<file path="src/rtl/demux_1x16_tdm.sv">
// Registered 1-to-16 time-division demultiplexer.
// Receives a serial word stream and scatters it onto 16 held channel registers.
// The slot comes from a frame-aligned counter (auto mode) or from s (manual mode).
module demux_1x16_tdm #(
  parameter int unsigned W     = 8,
  parameter int unsigned ERR_W = 8
) (
  input  logic              clk,
  input  logic              rst,
  input  logic [W-1:0]      din,
  input  logic              din_valid,
  input  logic              frame_start,
  input  logic              auto_mode,
  input  logic [3:0]        s,
  output logic [16*W-1:0]   ch_data,
  output logic [15:0]       ch_strobe,
  output logic              frame_done,
  output logic              sync_err,
  output logic [ERR_W-1:0]  err_cnt,
  output logic [3:0]        slot
);

  localparam logic [ERR_W-1:0] ErrMax = {ERR_W{1'b1}};

  logic [15:0][W-1:0] ch_q, ch_d;
  logic [15:0]        strobe_q, strobe_d;
  logic               done_q, done_d;
  logic               err_q, err_d;
  logic [ERR_W-1:0]   cnt_q, cnt_d;
  logic [3:0]         slot_q, slot_d;
  logic [3:0]         tgt;

  // Target slot: frame_start realigns to 0 in auto mode; manual mode uses s directly.
  always_comb begin
    tgt = s;
    if (auto_mode) begin
      tgt = frame_start ? 4'd0 : slot_q;
    end
  end

  // Next-state: write the accepted word, pulse strobes, advance/realign the slot pointer.
  always_comb begin
    ch_d     = ch_q;
    strobe_d = '0;
    done_d   = 1'b0;
    err_d    = 1'b0;
    cnt_d    = cnt_q;
    slot_d   = slot_q;
    if (din_valid) begin
      ch_d[tgt] = din;
      strobe_d  = 16'd1 << tgt;
      if (auto_mode) begin
        slot_d = tgt + 4'd1;  // wraps 15 -> 0
        done_d = (tgt == 4'd15);
        if (frame_start && (slot_q != 4'd0)) begin
          err_d = 1'b1;
          if (cnt_q != ErrMax) begin
            cnt_d = cnt_q + 1'b1;
          end
        end
      end
    end
  end

  // State registers with synchronous reset; reset discards any in-flight frame.
  always_ff @(posedge clk) begin
    if (rst) begin
      ch_q     <= '0;
      strobe_q <= '0;
      done_q   <= 1'b0;
      err_q    <= 1'b0;
      cnt_q    <= '0;
      slot_q   <= '0;
    end else begin
      ch_q     <= ch_d;
      strobe_q <= strobe_d;
      done_q   <= done_d;
      err_q    <= err_d;
      cnt_q    <= cnt_d;
      slot_q   <= slot_d;
    end
  end

  assign ch_data    = ch_q;
  assign ch_strobe  = strobe_q;
  assign frame_done = done_q;
  assign sync_err   = err_q;
  assign err_cnt    = cnt_q;
  assign slot       = slot_q;

endmodule

</file>
<file path="config.mk">
export PLATFORM = sky130hd
export DESIGN_NAME = demux_1x16_tdm
export DESIGN_NICKNAME = d
export VERILOG_FILES = /design/src/rtl/demux_1x16_tdm.sv
export SDC_FILE = /design/constraint.sdc
export NUM_CORES = 1
export LEC_CHECK = 0
export CORE_UTILIZATION = 48
export CTS_CLUSTER_SIZE = 10
export DETAILED_ROUTE_END_ITERATION = 8
export GPL_TIMING_DRIVEN = 0
export PLACE_DENSITY = 0.87
export SKIP_CTS_REPAIR_TIMING = 1
export SYNTH_ARGS = -nofsm -noshare
export SYNTH_HDL_FRONTEND = slang
export SYNTH_SLANG_ARGS = --single-unit
</file>
<file path="constraint.sdc">
create_clock -name clk -period 2.05 [get_ports clk]
set_clock_uncertainty 0.1 [all_clocks]
set_input_delay 0.41 -clock clk [delete_from_list [all_inputs] [get_ports clk]]
set_output_delay 0.41 -clock clk [all_outputs]
set_load 0.01 [all_outputs]
</file>
==> impl_metrics.ini <==
[layout]
multi_input_comb_area_um2 = 2770
antenna_cells = 0
final_util_pct = 69.8
seqCellArea_um2 = 3160
final_design_area_excluding_fillers_um2 = 8770
synthToLayoutAreaGrowth_pct = 41.9
total_number_of_nets_in_the_final_design = 795
final_cell_count_no_fill = 962
post_route_cells_drive_above_1_share_pct = 8.10
fill_cells = 950

[worst_setup_path]
critical-path-top-delay-family = buffers and inverters
critPathCaptureType = output pin
cp_slowest_stage_delay_ns = 0.59
crit_chain = clkdlybuf4s50_1
cp-start-kind = flop
required_ns = 1.54
ff2ff_setup_slack_ns = 0.11
crit_slowest_cell = clkdlybuf4s50_1
crit_buf_inv = 1
path_max_fanout = 6
criticalPathCategory = reg2out
critPathArrivalTime_ns = 1.48

[drt]
antenna_violating_nets_post_route = 0
routed_wire_length_per_instance_um = 17.8
routed_wirelength_um = 17100
dr.pass1.iters = 4
dr_total_vias = 4958
detail_route.drc_violations = 0
dr.first_iter.drc_count = 168
drt-vias-per-instance = 5.15

[placed_design]
dpl_worst_slack_ns = -0.729
finalWeightedCongestion = 0.825
placement.cell_area_um2 = 8140
dp_hpwl_um = 12100
post-place-cells = 930
buffer_ports.inserted = 174

[pwr]
clock_network_fraction_of_total_power_pct = 46.8
switching_share_of_power_pct = 23.4
leakage_power_total_nw = 3.77
pwr-share-seq_pct = 46.5
power_mw = 6.75
p_int_mw = 5.17
power.combinational.fraction_pct = 6.7
power.ir.vdd_worst_mv = 0.593
net-switching-power_mw = 1.58
powerDensity_nw_per_um2 = 770

[sta]
finalCritPeriodShare_pct = 96.9
finalSetupTns_ns = 0
count_of_endpoints_failing_setup_in_the_final_report = 0
layout_setup_ws_ns = 0.0640
whs_ns = 0.376
timing.final.crit_period_ns = 1.99
max_slew.worst_pin.slew_ns = 0.743
slew-limit-headroom_pct = 50.5
maxClockFrequency_ghz = 0.504
rsz0062_at_grt = no
maxSlewViolCount = 0
final_hold_viol_count = 0

[logic_synthesis]
synthMostInstantiatedCell = dfxtp_1
synthCells = 584
ys_types = 41
synth_nets = 602
ys_seq_elements = 158
ys_seq_area_share_pct = 51.1
synth_common_cells = 158 x dfxtp_1, 129 x mux2i_1, 123 x nand2b_1
netlist.area_leader.share_pct = 51.1
ys_top_cells_by_area = dfxtp_1 51%, mux2i_1 21%, nand2b_1 12%, nor2_1 2.3%, clkbuf_1 1.6%
synthArstFlopShare_pct = 0
post_synth_top_flop = dfxtp_1
synth_edf_count = 0
yosys_warnings = 0
syn-cell-area_um2 = 6180
synthesis.area_per_instance_um2 = 10.6
synth_top_cell_by_area = dfxtp_1

[cts]
cts.reportedPaths.clkPinSlew_ns = 0.06
cts.sinks = 158
ctsLongestPathBuffers = 2
cts.root.buffer_cell = clkbuf_16
tritoncts.num_buffers = 17
insertion_delay_ns = 0.42
tritoncts = built
h-tree-depth = 4

[global_route]
grt_start_max_net_pins = 17
grt_pass1_wl_um = 26200
grt_overflow = 0
grt_usage_pct = 26.4
via_count_of_the_first_global_routing_pass = 4971
initial_antenna_violation_count = 0

[floorplan]
io_pins = 175
die_area_um2 = 13300
die_width_um = 116
cell_row_count = 41
core_area_um2 = 12600
initial_core_util_pct = 49.2
die_h_um = 116

[outcome]
run_status = finished, final reports clean

[job]
cap_violations = 0

[worst_hold_path]
holdCritPathClass = reg2reg
[metal layers]
layer  wire length, µm  GRT usage [%]  vias up
met5                 0              0        -
met4               311           9.09        0
met3              1230           9.68       26
met2              8580           47.0      164
met1              6950           29.0     2415
li1                  -              -     2353
[cell usage in the layout, fill, tap and decap left out, types with 6 or more instances in the layout]
| cell type | count |
|---|---|
| clkdlybuf4s50_1 | 169 |
| nand3_1 | 11 |
| dfxtp_1 | 158 |
| nand2_1 | 7 |
| clkbuf_1 | 18 |
| clkbuf_2 | 8 |
| a21oi_1 | 7 |
| buf_2 | 10 |
| clkbuf_16 | 17 |
| nor2_1 | 38 |
| or3_1 | 9 |
| nand2b_1 | 123 |
| mux2i_1 | 129 |
| buf_6 | 6 |
[worst min-delay path: stages (launching register included)]
cell	delay [ns]
dfxtp_1	0.31
nand2b_1	0.06
mux2i_1	0.06
[kinds of logic after synthesis]
logic type	after synthesis	synth area share (%)
AO/OA/AOI/OAI	21	2.33
adder cells (fa/ha/maj)	1	0.202
XOR/XNOR	1	0.142
buffers and inverters	50	4.15
multiplexers	130	21.1
flip-flops	158	51.1
AND/OR/NAND/NOR	223	21.0
[power by group through the flow]
stage | Sequential (mW) | Clock [mW] | Combinational (mW)
after floorplan | 3.22 | 0 | 0.220
after global placement | 3.21 | 0 | 0.437
after detailed placement | 3.21 | 0 | 0.448
after CTS | 3.14 | 3.19 | 0.452
after global routing | 3.15 | 3.32 | 0.482
final | 3.14 | 3.16 | 0.454
[state kept, by name, summed over array words and instances (netlist names)]
signal	flops
sync_err	1
frame_done	1
err_cnt	8
ch_data	128
ch_strobe	16
slot	4
[layout make-up]
| cell class | instances | share of cell area (%) |
|---|---|---|
| flip-flops and latches | 158 | 36.1 |
| well taps | 172 | 2.45 |
| repair buffers | 175 | 20.1 |
| inverters | 3 | 0.128 |
| clock inverters | 14 | 1.81 |
| clock buffers | 18 | 5.01 |
| multi-input cells | 376 | 31.6 |
| plain buffers | 46 | 2.87 |
[path summary, 6_finish.rpt]
kind	cells past startpoint	startpoint	to
worst max register to register	5	slot[3]$_SDFFE_PP0P_	err_cnt[5]$_SDFFE_PP0P_
worst min register to register	2	ch_data[31]$_SDFFE_PP0P_	ch_data[31]$_SDFFE_PP0P_
worst max-delay path	1	slot[3]$_SDFFE_PP0P_	slot[3]
worst min-delay path	2	ch_data[31]$_SDFFE_PP0P_	ch_data[31]$_SDFFE_PP0P_
(Power assumes the default switching activity.)
